[src/rtl/posit_extract_pipe_if.sv]
// Stream interface for the posit decoder:
// raw words in, unpacked value fields out.
interface posit_extract_pipe_if #(
  parameter int NBITS = 32,
  parameter int ES    = 2,
  parameter int FBITS = NBITS-3-ES
);
  logic             in_valid;
  logic             in_ready;
  logic [NBITS-1:0] in_data;
  logic             out_valid;
  logic             out_ready;
  logic             out_sign;
  logic [7:0]       out_scale;
  logic [ES-1:0]    out_exponent;
  logic [FBITS-1:0] out_fraction;
  logic             out_inf;
  logic             out_zero;

  modport master (
    output in_valid, in_data, out_ready,
    input  in_ready, out_valid, out_sign, out_scale,
    input  out_exponent, out_fraction, out_inf, out_zero
  );

  modport slave (
    input  in_valid, in_data, out_ready,
    output in_ready, out_valid, out_sign, out_scale,
    output out_exponent, out_fraction, out_inf, out_zero
  );
endinterface

[src/rtl/posit_extract_pipe.sv]
// Two-stage posit<NBITS,ES> decoder: stage 1 takes sign and magnitude,
// stage 2 decodes regime/exponent/fraction into the output register.
module posit_extract_pipe #(
  parameter int NBITS = 32,
  parameter int ES    = 2,
  parameter int FBITS = NBITS-3-ES
) (
  input logic clk,
  input logic reset,
  posit_extract_pipe_if.slave bus
);
  localparam int MW = $clog2(NBITS) + 1;
  localparam int DROP = NBITS-1-ES-FBITS;

  typedef struct packed {
    logic             sign;
    logic             zero;
    logic             inf;
    logic [NBITS-2:0] mag;
  } s1_t;

  typedef struct packed {
    logic             sign;
    logic [7:0]       scale;
    logic [ES-1:0]    exp;
    logic [FBITS-1:0] frac;
    logic             inf;
    logic             zero;
  } s2_t;

  s1_t  s1_q, s1_d;
  s2_t  s2_q, s2_d;
  logic s1_valid, s2_valid;
  logic s1_adv, s2_adv;

  assign s2_adv = !s2_valid || bus.out_ready;
  assign s1_adv = !s1_valid || s2_adv;
  assign bus.in_ready = s1_adv;

  always_comb begin
    s1_d      = '0;
    s1_d.sign = bus.in_data[NBITS-1];
    s1_d.zero = (bus.in_data == '0);
    s1_d.inf  = (bus.in_data == {1'b1, {(NBITS-1){1'b0}}});
    s1_d.mag  = (NBITS-1)'(bus.in_data[NBITS-1] ?
                 (~bus.in_data + 1'b1) : bus.in_data);
  end

  logic [NBITS-2:0] body, sh;
  logic [NBITS-4:0] ef;
  logic [ES-1:0]    ex;
  logic [MW-1:0]    m;
  logic [7:0]       k;
  logic             r, run;

  always_comb begin
    body = s1_q.mag;
    r    = body[NBITS-2];
    m    = '0;
    run  = 1'b1;
    // Leading run of regime bits; m ends in 1..NBITS-1.
    for (int i = NBITS-2; i >= 0; i--) begin
      if (run && body[i] == r) m = m + MW'(1);
      else run = 1'b0;
    end
    sh = body << (m + MW'(1));
    ef = (NBITS-3)'(sh >> DROP);
    ex = ef[NBITS-4 -: ES];
    k  = r ? (8'(m) - 8'd1) : (8'd0 - 8'(m));
    s2_d      = '0;
    s2_d.zero = s1_q.zero;
    s2_d.inf  = s1_q.inf;
    if (!(s1_q.zero || s1_q.inf)) begin
      s2_d.sign  = s1_q.sign;
      s2_d.exp   = ex;
      s2_d.frac  = ef[FBITS-1:0];
      s2_d.scale = 8'(k << ES) + 8'(ex);
    end
  end

  always_ff @(posedge clk or posedge reset) begin
    if (reset) begin
      s1_valid <= 1'b0;
      s2_valid <= 1'b0;
      s1_q     <= '0;
      s2_q     <= '0;
    end else begin
      if (s1_adv) begin
        s1_valid <= bus.in_valid;
        if (bus.in_valid) s1_q <= s1_d;
      end
      if (s2_adv) begin
        s2_valid <= s1_valid;
        if (s1_valid) s2_q <= s2_d;
      end
    end
  end

  assign bus.out_valid    = s2_valid;
  assign bus.out_sign     = s2_q.sign;
  assign bus.out_scale    = s2_q.scale;
  assign bus.out_exponent = s2_q.exp;
  assign bus.out_fraction = s2_q.frac;
  assign bus.out_inf      = s2_q.inf;
  assign bus.out_zero     = s2_q.zero;
endmodule

[src/flat_wrapper.sv]
// flat-port wrapper written by rule: the top's interface ports become plain ports
module posit_extract_pipe_flat 
#(
  parameter int NBITS = 32,
  parameter int ES    = 2,
  parameter int FBITS = NBITS-3-ES
)
  (clk, reset, bus_in_valid, bus_in_data, bus_out_ready, bus_in_ready, bus_out_valid, bus_out_sign, bus_out_scale, bus_out_exponent, bus_out_fraction, bus_out_inf, bus_out_zero);
  posit_extract_pipe_if #(.NBITS(NBITS), .ES(ES), .FBITS(FBITS)) bus_i ();
  input logic clk;
  input logic reset;
  input wire logic [$bits(bus_i.in_valid)-1:0] bus_in_valid;
  input wire logic [$bits(bus_i.in_data)-1:0] bus_in_data;
  input wire logic [$bits(bus_i.out_ready)-1:0] bus_out_ready;
  output wire logic [$bits(bus_i.in_ready)-1:0] bus_in_ready;
  output wire logic [$bits(bus_i.out_valid)-1:0] bus_out_valid;
  output wire logic [$bits(bus_i.out_sign)-1:0] bus_out_sign;
  output wire logic [$bits(bus_i.out_scale)-1:0] bus_out_scale;
  output wire logic [$bits(bus_i.out_exponent)-1:0] bus_out_exponent;
  output wire logic [$bits(bus_i.out_fraction)-1:0] bus_out_fraction;
  output wire logic [$bits(bus_i.out_inf)-1:0] bus_out_inf;
  output wire logic [$bits(bus_i.out_zero)-1:0] bus_out_zero;
  assign bus_i.in_valid = bus_in_valid;
  assign bus_i.in_data = bus_in_data;
  assign bus_i.out_ready = bus_out_ready;
  assign bus_in_ready = bus_i.in_ready;
  assign bus_out_valid = bus_i.out_valid;
  assign bus_out_sign = bus_i.out_sign;
  assign bus_out_scale = bus_i.out_scale;
  assign bus_out_exponent = bus_i.out_exponent;
  assign bus_out_fraction = bus_i.out_fraction;
  assign bus_out_inf = bus_i.out_inf;
  assign bus_out_zero = bus_i.out_zero;
  posit_extract_pipe #(.NBITS(NBITS), .ES(ES), .FBITS(FBITS)) u_core (.clk(clk), .reset(reset), .bus(bus_i));
endmodule
[config.mk]
export PLATFORM = sky130hd
export DESIGN_NAME = posit_extract_pipe_flat
export DESIGN_NICKNAME = d
export VERILOG_FILES = /design/src/rtl/posit_extract_pipe_if.sv /design/src/rtl/posit_extract_pipe.sv /design/src/flat_wrapper.sv
export SDC_FILE = /design/constraint.sdc
export NUM_CORES = 1
export LEC_CHECK = 0
export ABC_AREA = 1
export CELL_PAD_IN_SITES_DETAIL_PLACEMENT = 1
export CELL_PAD_IN_SITES_GLOBAL_PLACEMENT = 2
export CORE_MARGIN = 8
export CORE_UTILIZATION = 28
export CTS_CLUSTER_SIZE = 40
export DETAILED_ROUTE_END_ITERATION = 6
export GPL_TIMING_DRIVEN = 0
export PLACE_DENSITY = 0.85
export REMOVE_ABC_BUFFERS = 1
export SYNTH_ARGS = -nofsm -noshare
export SYNTH_HDL_FRONTEND = slang
export SYNTH_SLANG_ARGS = --single-unit
[constraint.sdc]
create_clock -name clk -period 16.5 [get_ports clk]
set_clock_uncertainty 0.15 [all_clocks]
set_input_delay 1.65 -clock clk [delete_from_list [all_inputs] [get_ports clk]]
set_output_delay 1.65 -clock clk [all_outputs]
set_load 0.02 [all_outputs]
==> results by group <==
Run status
  • Status: completed

Logic synthesis
  • Post-Synthesis Mean Instance Area: about 5.9 sq um
  • Most used flip-flop cell after synthesis: sky130_fd_sc_hd__dfrtp_1
  • Number of synthesized register bits: 74
  • Count of different cell masters after synthesis: 48
  • Library cell with the largest summed area after synthesis: sky130_fd_sc_hd__nand2_1
  • Gate Count Post-Synth: around 1.4k
  • Number of synthesized flops with an enable pin: 0
  • Total standard cell area after synthesis: about 8500 sq um
  • Top area cells in the synthesized netlist: sky130_fd_sc_hd__nand2_1, sky130_fd_sc_hd__dfrtp_1, sky130_fd_sc_hd__inv_1
  • Synthesis warning total: 0
  • Register area share after synthesis: 0.2190
  • Leading cell type by number of instances after synthesis: sky130_fd_sc_hd__nand2_1
  • Most instantiated cells after synthesis: sky130_fd_sc_hd__nand2_1, sky130_fd_sc_hd__inv_1, sky130_fd_sc_hd__o21ai_0
  • Synth async-reset ratio: 1.000
  • Area fraction of the dominant cell type after synthesis: 0.2353

Worst setup path
  • Arrival time reported for the critical path endpoint: 16.04 ns
  • Endpoint of the lowest-slack register-to-register path: u_core.bus.out_fraction[13]$_DFFE_PP0P_
  • Cell occurring most often along the worst timing path: sky130_fd_sc_hd__nand2_2
  • Flop-to-flop setup slack: approximately 0.60 ns
  • Largest stage delay on the critical path: ~0.57 ns
  • Kind of end point of the critical path: flip-flop
  • Largest fanout on the critical path: 14
  • Critical-path top delay cell: sky130_fd_sc_hd__dfrtp_4
  • Worst r2r src: u_core.body[30]$_DFFE_PP0P_
  • Critical path buffer and inverter count: 16
  • Cell depth of the worst flop-to-flop path: between 100 and 150
  • Category of the worst setup path launch point: flip-flop
  • Endpoint required time on the critical path: between 15 and 20 ns
  • Number of logic stages on the critical path including buffering: 103
  • Cell family contributing the most delay on the critical path: adder cells
  • Critical path class: reg -> reg

STA
  • Total count of max-transition violations in the final report: 0
  • Final Critical Period: between 15 and 20 ns
  • Max Fclk: 62.88 MHz
  • Final period utilization: 0.9639
  • Transition time at the pin with the least slew margin: 0.8365 ns
  • Slew HR: 0.4406
  • Number of endpoints with negative hold slack in the final report: 0
  • Finish-stage setup viols: 0
  • Hold Slack: roughly 0.33 ns
  • Final Worst Setup Slack: 0.5964 ns

Clock network
  • Cts-stage hold buffer count: 0
  • Worst-skew pair later-pin latency: 0.35 ns
  • CTS clk-pin slew, worst paths: ~0.070 ns
  • CTS tree: built
  • H-Tree Level Count: 3
  • CTS buffer count: 9
  • Max Buffers Root-to-Sink: 2
  • Buffer type at the clock tree root: sky130_fd_sc_hd__clkbuf_16
  • Sinks on the clock net: 74

Die
  • Area of the core: 29720 sq um
  • Starting Density: 0.2845
  • Vertical die dimension: roughly 190 microns
  • I/O Pins: between 70 and 80
  • Placement Rows: 63
  • Horizontal extent of the die: between 150 and 200 microns
  • Overall die area: roughly 36000 sq um

Place
  • Routability Congestion: between 0.7 and 0.8
  • Total of buffers placed on input and output ports: slightly below 80
  • Total half-perimeter wirelength after legalization and detailed placement: ~20000 microns
  • Post-placement setup slack: -3.850 ns
  • Count of placed standard cells including taps: between 1.5k and 2k

Min path
  • Hold_sp: u_core.bus.out_fraction[13]$_DFFE_PP0P_
  • Worst min path class: reg -> reg
  • Capture endpoint of the worst hold path: u_core.bus.out_fraction[13]$_DFFE_PP0P_
  • Worst hold stages: 2

Global route
  • Remaining Overflow, GRT: 0
  • Number of antenna violations at the first check in global routing: 0
  • Pin count of the biggest net entering global routing: 54
  • Vias in the first global route: approximately 9.5k
  • Total track usage: 0.1522
  • First-pass GRT wire length: approximately 46000 microns

Routing
  • Total vias in the final route: 9155
  • Drc violations: 0
  • Average wire length per cell after detail routing: around 14 microns
  • Initial detailed-routing violation count: 398
  • Length of the first detailed-routing pass in iterations: 5
  • Routed vias/inst: roughly 4.8
  • Remaining number of nets flagged by the antenna check after routing: 0
  • Routed wire length: about 28000 microns

Pwr
  • Ratio of total power to cell area: around 170 nW/um^2
  • Leak Pwr: 5.504 nW
  • Peak supply drop: around 83 uV

Layout
  • Diode count: 0
  • Layout overhead on the synthesized area: 28.49%
  • Ratio of cells with drive above 1 in the final layout: 0.1737
  • Number of non-filler instances in the completed layout: ~1.9k
  • Final layout net count: roughly 1.6k

Flow run
  • Total of max-cap violations: 0
[through the flow]
stage	utilization	TNS (ns)	instance area, sq um	total power (W)
final	0.3655	0	10860	0.001849
after global routing	0.3655	-1.672	10860	0.002040
after CTS	0.3503	-15.25	10410	0.001743
after detailed placement	0.3207	-115.77	9530	0.001358
after global placement	0.3179	-119.95	9447	0.001327
after floorplan	-	-53.33	8188	0.001022
[cells by family (layout without fill, tap and decap cells)]
| kind of cell | count (synthesis) | count (layout) | synth area share |
|---|---|---|---|
| fa+ha+maj | 29 | 29 | 0.04292 |
| mux | 4 | 4 | 0.004736 |
| xor+xnor | 51 | 51 | 0.05683 |
| buf+inv | 261 | 356 | 0.1262 |
| flops | 74 | 74 | 0.2190 |
| simple gates | 858 | 865 | 0.4486 |
| compound gates | 158 | 158 | 0.1017 |
[sequential cells by signal, indices dropped and copies added, names as in the netlist]
register                 cells
u_core.s1_q                  3
u_core.s1_valid              1
u_core.bus.out_zero          1
u_core.body                 31
u_core.bus.out_sign          1
u_core.bus.out_exponent      1
u_core.bus.out_valid         1
u_core.bus.out_fraction     27
u_core.bus.out_scale         7
u_core.bus.out_inf           1
[area by class of cell]
class,instances,area (sq um)
Multi-Input combinational cell,1107,6107
Clock inverter,7,85.08
Timing Repair inverter,3,31.28
Inverter,213,824.5
Timing Repair Buffer,124,1245
Clock buffer,9,225.2
Tap cell,390,488.0
Sequential cell,74,1857
Fill cell,3860,18850
[report_power, final]
group	internal (W)	total (W)	switching [W]
clock	0.000120	0.000209	0.0000894
combinational	0.000530	0.00136	0.000826
sequential	0.000239	0.000285	0.0000461
total	0.000888	0.00185	0.000961
[metal layers]
metal  wire (microns)  global-route usage  vias up
met3              910             0.02270       20
met5                0                   0        -
li1                 -                   -     4667
met2            13120              0.2607      106
met4              218             0.02345        0
met1            13490              0.2030     4362
[how the worst max path moves through the flow]
stage                                            from                                      end  slack, ns
after floorplan           u_core.body[30]$_DFFE_PP0P_  u_core.bus.out_fraction[25]$_DFFE_PP0P_      -1.94
after global placement    u_core.body[30]$_DFFE_PP0P_  u_core.bus.out_fraction[17]$_DFFE_PP0P_      -3.96
after detailed placement  u_core.body[30]$_DFFE_PP0P_  u_core.bus.out_fraction[17]$_DFFE_PP0P_      -3.85
after CTS                 u_core.body[30]$_DFFE_PP0P_  u_core.bus.out_fraction[17]$_DFFE_PP0P_      -0.54
after global routing      u_core.body[30]$_DFFE_PP0P_  u_core.bus.out_fraction[24]$_DFFE_PP0P_       -0.1
final                     u_core.body[30]$_DFFE_PP0P_  u_core.bus.out_fraction[13]$_DFFE_PP0P_       0.60
[worst min-delay path, stage by stage (launching register included)]
cell                      delay [ns]
sky130_fd_sc_hd__dfrtp_1        0.34
sky130_fd_sc_hd__nand2_1        0.05
sky130_fd_sc_hd__nand2_1        0.05
[cells in the final DEF, fill, tap and decap left out, drive strengths merged]
master         synthesis  layout
xnor2                 13      13
and2                   2       2
xor2                  38      38
clkbuf                20      10
nor3                  20      20
nand3                144     144
a22o                   1       1
nor2                 102     103
ha                    29      29
o21a                   9       9
clkinv                 7       9
nand3b                 4       4
inv                  206     211
nor4                   2       2
o21ai                127     127
nand2                559     565
a21oi                 14      14
nand4                  7       7
clkdlybuf4s50          0      77
mux2i                  4       4
o211ai                 2       2
o41ai                  2       2
buf                   27      46
bufinv                 0       1
a32o                   1       1
or2                   18      18
clkinvlp               0       2
a31oi                  1       1
dfrtp                 74      74
o21bai                 1       1
[repair_timing]
action,in CTS,in global routing
cloned,9,2
setup buffers,26,17
pin swaps,25,51
hold endpoints to repair,0,0
resized for setup,93,63
setup endpoints to repair,34,34
Note: power is estimated with default switching activity, not from simulation.
